===== config.mk =====
export PLATFORM = sky130hd
export DESIGN_NAME = mul16_seq_flat
export DESIGN_NICKNAME = d
export VERILOG_FILES = /design/src/rtl/mul16_seq_if.sv /design/src/rtl/mul16_seq.sv /design/src/flat_wrapper.sv
export SDC_FILE = /design/constraint.sdc
export NUM_CORES = 1
export LEC_CHECK = 0
export BUFFER_PORTS_ARGS = -buffer_cell sky130_fd_sc_hd__buf_2
export CORE_MARGIN = 2
export CORE_UTILIZATION = 50
export CTS_CLUSTER_DIAMETER = 120
export DETAILED_ROUTE_END_ITERATION = 8
export MAX_ROUTING_LAYER = met4
export PLACE_DENSITY = 0.71
export REMOVE_ABC_BUFFERS = 1
export SETUP_SLACK_MARGIN = 0.5
export SLEW_MARGIN = 10
export SYNTH_ARGS = -nofsm -noshare
export SYNTH_HDL_FRONTEND = slang
export SYNTH_HIERARCHICAL = 1
export SYNTH_SLANG_ARGS = --single-unit
export TNS_END_PERCENT = 30

===== constraint.sdc =====
create_clock -name clk -period 2.4 [get_ports clk]
set_clock_uncertainty 0.05 [all_clocks]
set_input_delay 0.12 -clock clk [delete_from_list [all_inputs] [get_ports clk]]
set_output_delay 0.12 -clock clk [all_outputs]
set_load 0.01 [all_outputs]

===== src/rtl/mul16_seq_if.sv =====
// Start/busy/done handshake between the CPU controller and the sequential multiplier.
// The controller holds the master modport; the multiplier holds the slave modport.
interface mul16_seq_if #(
  parameter int WIDTH = 16
);
  logic             start;
  logic [WIDTH-1:0] a;
  logic [WIDTH-1:0] b;
  logic             busy;
  logic             done;
  logic [WIDTH-1:0] result;

  modport master (
    output start, a, b,
    input  busy, done, result
  );

  modport slave (
    input  start, a, b,
    output busy, done, result
  );
endinterface


===== src/rtl/mul16_seq.sv =====
// Iterative shift-and-add multiplier producing the low WIDTH bits of a*b.
// A single Add16 instance forms the accumulate path; zero multiplier bits end the run early.
module add16 #(
  parameter int WIDTH = 16
) (
  input  logic [WIDTH-1:0] x,
  input  logic [WIDTH-1:0] y,
  output logic [WIDTH-1:0] sum
);
  // The carry out of the top bit is dropped, so the sum wraps modulo 2^WIDTH.
  assign sum = x + y;
endmodule

module mul16_seq #(
  parameter int WIDTH = 16
) (
  input  logic          clk,
  input  logic          rst_n,
  mul16_seq_if.slave    bus
);
  typedef enum logic [1:0] {
    IDLE = 2'd0,
    RUN  = 2'd1,
    DONE = 2'd2
  } state_t;

  state_t           state;
  logic [WIDTH-1:0] mcand;
  logic [WIDTH-1:0] mplier;
  logic [WIDTH-1:0] acc;
  logic [WIDTH-1:0] sum;
  logic [WIDTH-1:0] acc_next;
  logic [WIDTH-1:0] mplier_next;

  add16 #(.WIDTH(WIDTH)) u_add (
    .x   (acc),
    .y   (mcand),
    .sum (sum)
  );

  assign acc_next    = mplier[0] ? sum : acc;
  assign mplier_next = mplier >> 1;

  // NOTE: all state here is updated with non-blocking assignments so every
  // register samples pre-edge values; the datapath registers are reset too so an
  // aborted operation leaves nothing behind.
  always_ff @(posedge clk or negedge rst_n) begin
    if (!rst_n) begin
      state      <= IDLE;
      mcand      <= '0;
      mplier     <= '0;
      acc        <= '0;
      bus.busy   <= 1'b0;
      bus.done   <= 1'b0;
      bus.result <= '0;
    end else begin
      case (state)
        IDLE: begin
          bus.done <= 1'b0;
          if (bus.start) begin
            mcand    <= bus.a;
            mplier   <= bus.b;
            acc      <= '0;
            bus.busy <= 1'b1;
            // A zero multiplier needs no iterations: the product is already known.
            if (bus.b == '0) begin
              state      <= DONE;
              bus.done   <= 1'b1;
              bus.result <= '0;
            end else begin
              state <= RUN;
            end
          end
        end

        RUN: begin
          acc    <= acc_next;
          mcand  <= mcand << 1;
          mplier <= mplier_next;
          // Stop as soon as no multiplier bits remain; the last add is folded in.
          if (mplier_next == '0) begin
            state      <= DONE;
            bus.done   <= 1'b1;
            bus.result <= acc_next;
          end
        end

        DONE: begin
          state    <= IDLE;
          bus.busy <= 1'b0;
          bus.done <= 1'b0;
        end

        default: begin
          state    <= IDLE;
          bus.busy <= 1'b0;
          bus.done <= 1'b0;
        end
      endcase
    end
  end
endmodule


===== src/flat_wrapper.sv =====
// flat-port wrapper written by rule: the top's interface ports become plain ports
module mul16_seq_flat 
#(
  parameter int WIDTH = 16
)
  (clk, rst_n, bus_start, bus_a, bus_b, bus_busy, bus_done, bus_result);
  mul16_seq_if #(.WIDTH(WIDTH)) bus_i ();
  input  logic clk;
  input  logic rst_n;
  input wire logic [$bits(bus_i.start)-1:0] bus_start;
  input wire logic [$bits(bus_i.a)-1:0] bus_a;
  input wire logic [$bits(bus_i.b)-1:0] bus_b;
  output wire logic [$bits(bus_i.busy)-1:0] bus_busy;
  output wire logic [$bits(bus_i.done)-1:0] bus_done;
  output wire logic [$bits(bus_i.result)-1:0] bus_result;
  assign bus_i.start = bus_start;
  assign bus_i.a = bus_a;
  assign bus_i.b = bus_b;
  assign bus_busy = bus_i.busy;
  assign bus_done = bus_i.done;
  assign bus_result = bus_i.result;
  mul16_seq #(.WIDTH(WIDTH)) u_core (.clk(clk), .rst_n(rst_n), .bus(bus_i));
endmodule

==> results of run 1 <==
[stage by stage]
stage               hold slack [ns]  util, %  total power, mW  area [sq um]  TNS (ns)
detailed placement           0.1155    56.28            4.871          4304    -1.581
global placement            0.09960    56.28            4.747          4304   -0.8917
CTS                        0.003239    60.83            5.972          4652   -0.8460
finish                     0.003296    61.65            6.085          4715   -0.9179
floorplan                   -0.2256        -            4.001          3772    -51.96
global route              0.0004296    61.65            6.549          4715    -1.796
[cell type report]
cell class,instances,area share [%]
clock inverter,2,0.7431
inverter,4,0.3185
clock buffer,12,3.291
tap,102,2.707
sequential,68,36.09
timing repair buffer,79,10.35
multi-input combinational,297,46.50
[worst reg2reg max path: stages, from the launching register on]
cell,delay [ns]
dfrtp_1,0.39
ha_2,0.21
fa_2,0.36
a21o_4,0.24
a311oi_4,0.30
buf_4,0.19
nor3b_2,0.05
a211oi_2,0.24
xnor2_1,0.11
mux2i_1,0.20
o21ai_1,0.10
[flip-flops by register name, summed over array words and instances (netlist names)]
signal,count
u_core/mplier,16
u_core/state,2
u_core/bus.busy,1
u_core/bus.result,16
u_core/bus.done,1
u_core/mcand,16
u_core/acc,16
[worst paths after layout]
path / from / to / slack [ns] / cells after the start
max in group asynchronous: rst_n / u_core/acc[10] / 1.39 / 3
min: bus_a[11] / u_core/mcand[11] / 0.003 / 3
max reg2reg: u_core/mcand[0] / u_core/acc[14] / -0.13 / 10
min reg2reg: u_core/bus.result[9] / u_core/bus.result[9] / 0.43 / 1
max: u_core/mcand[0] / u_core/acc[14] / -0.13 / 10
min in group asynchronous: rst_n / u_core/bus.result[2] / 0.27 / 2
[where the power goes]
group          internal (mW)  leakage, nW  switching (mW)  total (mW)
Combinational           1.35         1.20            1.84        3.19
Clock                  0.525       0.0983           0.432       0.956
Sequential              1.55        0.890           0.393        1.94
Total                   3.42         2.19            2.67        6.08
[cell families (layout without fill, tap and decap cells)]
| family | count (synthesis) | in the layout | synth area share [%] |
|---|---|---|---|
| AO/OA/AOI/OAI | 133 | 133 | 22.14 |
| XOR/XNOR | 15 | 15 | 3.364 |
| adder cells (fa/ha/maj) | 16 | 16 | 5.319 |
| buffers and inverters | 29 | 97 | 3.781 |
| flip-flops | 68 | 68 | 43.58 |
| multiplexers | 25 | 25 | 6.408 |
| AND/OR/NAND/NOR | 108 | 108 | 15.41 |
[what timing repair did]
item	CTS	global route
pin swaps	15	8
hold buffers	5	0
gates resized for setup	24	8
endpoints found under the hold margin	28	0
endpoints found under the setup margin	29	30
setup buffers	3	3
[cells in the mapped netlist, types with 2 or more instances]
library cell	instances
o21ai_0	24
ha_1	15
nor2_1	5
nand4_1	2
o2bb2ai_2	9
nor4_4	3
xor2_1	5
a21oi_1	37
nand3_1	4
o211ai_1	3
dfrtp_1	68
a21o_1	2
buf_6	2
nor2b_1	6
buf_1	2
inv_1	3
nand2_1	57
a211o_1	2
a22oi_1	5
mux2i_1	25
nor4_1	4
buf_2	6
o21bai_1	3
nor3_1	4
o21ai_1	32
and3b_1	18
clkbuf_1	14
o2bb2ai_1	7
xnor2_1	10
[routing by layer]
layer	up-vias	share of wire (%)	GRT usage [%]
met5	-	0	-
met4	0	2.5	8.955
met3	19	3.4	3.417
met2	76	48	37.47
met1	1571	46	31.39
li1	1569	-	-
==> results.ini, run 1 <==
[synthesis]
synthCells = 394
syn_area_sq_um = 3905
synth-edff-count = 0
avgSynthCellArea_sq_um = 9.911
async_reset_ff_share_pct = 100.0
synth_warnings = 6
synth-seq-cells = 68
synth_area_leader_cell = dfrtp_1
yosysTopAreaCellShare_pct = 43.58
yosysSeqAreaShare_pct = 43.58
ys.flop_type = dfrtp_1
synth.area.top_cells = dfrtp_1, mux2i_1, nand2_1
ys_types = 46

[worst_setup_path]
critical_path.cell_chain = ha_2 > fa_2 > a21o_4 > a311oi_4 > buf_4 > nor3b_2 > a211oi_2 > xnor2_1 > mux2i_1 > o21ai_1
worstPathArrival_ns = 2.71
crit_path_top_delay_cell = dfrtp_1
critPathCaptureType = flop
cp-start-kind = flop
worst-path-buf-inv = 1
cp_top_family = compound AO/OA/AOI/OAI gates
path_max_fanout = 2
crit_type = flop to flop
critPathMaxStageDelay_ns = 0.39
worstPathRequired_ns = 2.57

[cells_and_area]
final_common_cell = dfrtp_1
fin_nets = 510
multiInputGateArea_sq_um = 2192
fin_cells = 564
layout-area-overhead-vs-synth_pct = 20.73
final_cell_mix = dfrtp_1, nand2_1, buf_2, o21ai_1, a21oi_1
final-seq-area_sq_um = 1702
antenna_cells = 0
fill_cells = 639
final_layout_size_suffix_gt1_share_pct = 27.71

[clock_network]
clk_pin_slew_ns = 0.07
cts_buffer_depth = 2
cts_tree = done
htree_levels = 3
cts_sinks = 68
clkLatencyLatePin_ns = 0.34
cts_buffers = 9
cts-root-buf = clkbuf_8

[placement]
port_buffers = 52
dpl.cell_count = 539
gp_congestion = 0.8807
dp_hpwl_um = 6060
place_ws_ns = -0.2516

[grt]
grt_pass1_vias = 3189
grt_usage_pct = 23.75
grt-ovfl-total = 0
antenna_found_initial = 0
grt_max_degree = 55
grt_pass1_wl_um = 15610

[die]
std_cell_rows = 32
die_w_um = 92.38
dieArea_sq_um = 8533
fp.dieH_um = 92.38
io_pins = 53
initial_core_util_pct = 51.06
core_sq_um = 7647

[sta]
drv_slew = 0
rsz0062_at_grt = yes
slew_headroom_pct = 59.88
final-setup-viol-count = 8
max_freq_ghz = 0.3946
fin_crit_sh_pct = 105.6
worstMarginPinSlew_ns = 0.6018
setup_slack_ns = -0.1340
final-hold-violation-count = 0
period_minus_slack_ns = 2.534

[routing]
vias_per_cell = 5.736
drtIter0Drc = 288
drt_first_pass_iters = 4
ant_nets = 0
drt-total-wl_um = 9331
wl_per_cell_um = 16.54
vias = 3235
route.detailed.drc = 0

[pwr]
p_leak_nw = 2.186
ir_drop_v = 0.0006921
power_density_nw_per_um2 = 1291

[outcome]
violations = setup timing
status = complete, but fails checks

[worst_hold_path]
hp-class = input port to flop

[job]
drv_cap = 0

No activity file was read; power rests on OpenSTA's default activity.
==> run 2: changes to the inputs <==
--- a/config.mk
+++ b/config.mk
@@ -6,6 +6,7 @@
 export NUM_CORES = 1
 export LEC_CHECK = 0
 export BUFFER_PORTS_ARGS = -buffer_cell sky130_fd_sc_hd__buf_2
+export CORE_ASPECT_RATIO = 0.8
 export CORE_MARGIN = 2
 export CORE_UTILIZATION = 50
 export CTS_CLUSTER_DIAMETER = 120
@@ -13,7 +14,6 @@
 export MAX_ROUTING_LAYER = met4
 export PLACE_DENSITY = 0.71
 export REMOVE_ABC_BUFFERS = 1
-export SETUP_SLACK_MARGIN = 0.5
 export SLEW_MARGIN = 10
 export SYNTH_ARGS = -nofsm -noshare
 export SYNTH_HDL_FRONTEND = slang
==> results.ini, run 2 (same netlist as run 1, synthesis figures left out) <==
[outcome]
status = complete, but fails checks  ; unchanged
violations = setup timing  ; unchanged

[cells_and_area]
final_cell_mix = dfrtp_1, nand2_1, buf_2, o21ai_1, a21oi_1  ; unchanged
final_cell_area_sq_um = 4603  ; was 4715 sq um
final_common_cell = dfrtp_1  ; unchanged
fin_nets = 509  ; was 510
antenna_cells = 0  ; unchanged
layout-area-overhead-vs-synth_pct = 17.88  ; was 20.73%
final_layout_size_suffix_gt1_share_pct = 23.33  ; was 27.71%
fin_cells = 568  ; was 564
fill_cells = 663  ; was 639

[die]
core_sq_um = 7497  ; was 7647 sq um
dieArea_sq_um = 8537  ; was 8533 sq um
fp.dieH_um = 83.05  ; was 92.38 um
initial_core_util_pct = 52.09  ; was 51.06%
die_w_um = 102.8  ; was 92.38 um
std_cell_rows = 28  ; was 32
io_pins = 53  ; unchanged

[routing]
drt-total-wl_um = 9007  ; was 9331 um
wl_per_cell_um = 15.86  ; was 16.54 um
vias_per_cell = 5.604  ; was 5.736
route.detailed.drc = 0  ; unchanged
vias = 3183  ; was 3235
ant_nets = 0  ; unchanged
drt_first_pass_iters = 4  ; unchanged
drtIter0Drc = 201  ; was 288

[worst_setup_path]
worstPathArrival_ns = 2.63  ; was 2.71 ns
cp_top_family = compound AO/OA/AOI/OAI gates  ; unchanged
cp-start-kind = flop  ; unchanged
worstPathRequired_ns = 2.55  ; was 2.57 ns
critPathMaxStageDelay_ns = 0.39  ; about the same
critPathCaptureType = flop  ; unchanged
worst-path-buf-inv = 0  ; was 1
path_max_fanout = 3  ; was 2
critical_path.cell_chain = ha_2 > fa_2 > a21o_4 > a311oi_4 > nor3_2 > o41ai_2 > xnor2_1 > mux2i_1 > o2bb2ai_1  ; was ha_2 > fa_2 > a21o_4 > a311oi_4 > buf_4 > nor3b_2 > a211oi_2 > xnor2_1 > mux2i_1 > o21ai_1
crit_type = flop to flop  ; unchanged
crit_path_top_delay_cell = dfrtp_1  ; unchanged

[clock_network]
htree_levels = 3  ; unchanged
cts-root-buf = clkbuf_8  ; unchanged
cts_buffers = 9  ; unchanged
clk_pin_slew_ns = 0.07  ; about the same
cts_sinks = 68  ; unchanged
cts_buffer_depth = 2  ; unchanged
cts_tree = done  ; unchanged
clkLatencyLatePin_ns = 0.35  ; was 0.34 ns

[placement]
gp_congestion = 0.8247  ; was 0.8807
port_buffers = 52  ; unchanged
dp_hpwl_um = 5997  ; was 6060 um
dpl.cell_count = 541  ; was 539
dpl_cell_area_sq_um = 4288  ; was 4304 sq um

[grt]
grt_usage_pct = 23.93  ; was 23.75%
grt-ovfl-total = 0  ; unchanged
grt_pass1_vias = 3134  ; was 3189
antenna_found_initial = 0  ; unchanged
grt_pass1_wl_um = 15500  ; was 15610 um
grt_max_degree = 55  ; unchanged

[pwr]
power_density_nw_per_um2 = 1259  ; was 1291 nW/um^2
p_leak_nw = 2.159  ; was 2.186 nW
ir_drop_v = 0.0004695  ; was 0.0006921 V
power.total_mw = 5.793  ; was 6.085 mW

[sta]
max_freq_ghz = 0.4036  ; was 0.3946 GHz
period_minus_slack_ns = 2.478  ; was 2.534 ns
slew_headroom_pct = 37.61  ; was 59.88%
final-hold-violation-count = 0  ; unchanged
setup_slack_ns = -0.07784  ; was -0.1340 ns
fin_crit_sh_pct = 103.2  ; was 105.6%
worstMarginPinSlew_ns = 0.9359  ; was 0.6018 ns
drv_slew = 0  ; unchanged
final-setup-viol-count = 6  ; was 8
rsz0062_at_grt = yes  ; unchanged

[job]
drv_cap = 0  ; unchanged

[worst_hold_path]
hp-class = input port to flop  ; unchanged

## run 2: changes by cell type in the layout (fill, tap and decap cells not counted), sizes merged
cell and change:
buf -4, bufinv -1, clkbuf +2, clkinv +1, dlygate4sd3 +3
## run 2: path summary, 6_finish.rpt
path | start | to | slack, ns | cells past startpoint
max in group asynchronous | rst_n | u_core/mcand[15] | 1.66 | 3
min reg2reg | u_core/bus.result[15] | u_core/bus.result[15] | 0.44 | 1
max reg2reg | u_core/acc[0] | u_core/bus.result[12] | -0.08 | 9
min | bus_a[15] | u_core/mcand[15] | 0.004 | 3
min in group asynchronous | rst_n | u_core/mplier[15] | 0.29 | 3
max | u_core/acc[0] | u_core/bus.result[12] | -0.08 | 9
## run 2: power by group
part           total, mW  switching, mW  internal, mW
registers           1.90          0.353          1.55
logic               3.08           1.81          1.27
clock network      0.815          0.413         0.402
## run 2: worst min-delay path, cell delays in order
cell	delay, ns
buf_2	0.07
mux2i_1	0.05
o21ai_1	0.11
## run 2: area by class of cell
type                            instances  area [sq um]  share of cell area (%)
Clock inverter                          2         10.01                  0.2175
Timing Repair Buffer                   78         475.5                   10.33
Tap cell                              105         131.4                   2.854
Multi-Input combinational cell        297          2117                   45.99
Inverter                                4         15.01                  0.3262
Clock buffer                           14         152.6                   3.316
Sequential cell                        68          1702                   36.97
## run 2: per-layer routing
| metal | GRT usage, % | wire (um) |
|---|---|---|
| met1 | 35.93 | 4384 |
| met2 | 31.85 | 3896 |
| met3 | 5.471 | 557 |
| met4 | 7.895 | 168 |
| met5 | - | 0 |
## run 2: timing repair
| action | in CTS | in global routing |
|---|---|---|
| endpoints found under the setup margin | 8 | 11 |
| pin swaps | 3 | 2 |
| hold endpoints to repair | 75 | 0 |
| buffers inserted | 2 | 1 |
| hold buffers | 8 | 0 |
| gates resized for setup | 7 | 8 |
## run 2: through the flow
step	setup slack, ns	hold WS (ns)	util [%]	setup TNS [ns]
2_1_floorplan	-1.332	-0.2256	-	-51.96
3_3_place_gp	-0.1819	0.1333	57.19	-1.034
3_5_place_dp	-0.2135	0.1443	57.19	-1.399
4_1_cts	-0.05599	0.001290	60.98	-0.1680
5_1_grt	-0.2020	0.01174	61.40	-1.429
6_report	-0.07784	0.003784	61.40	-0.2404
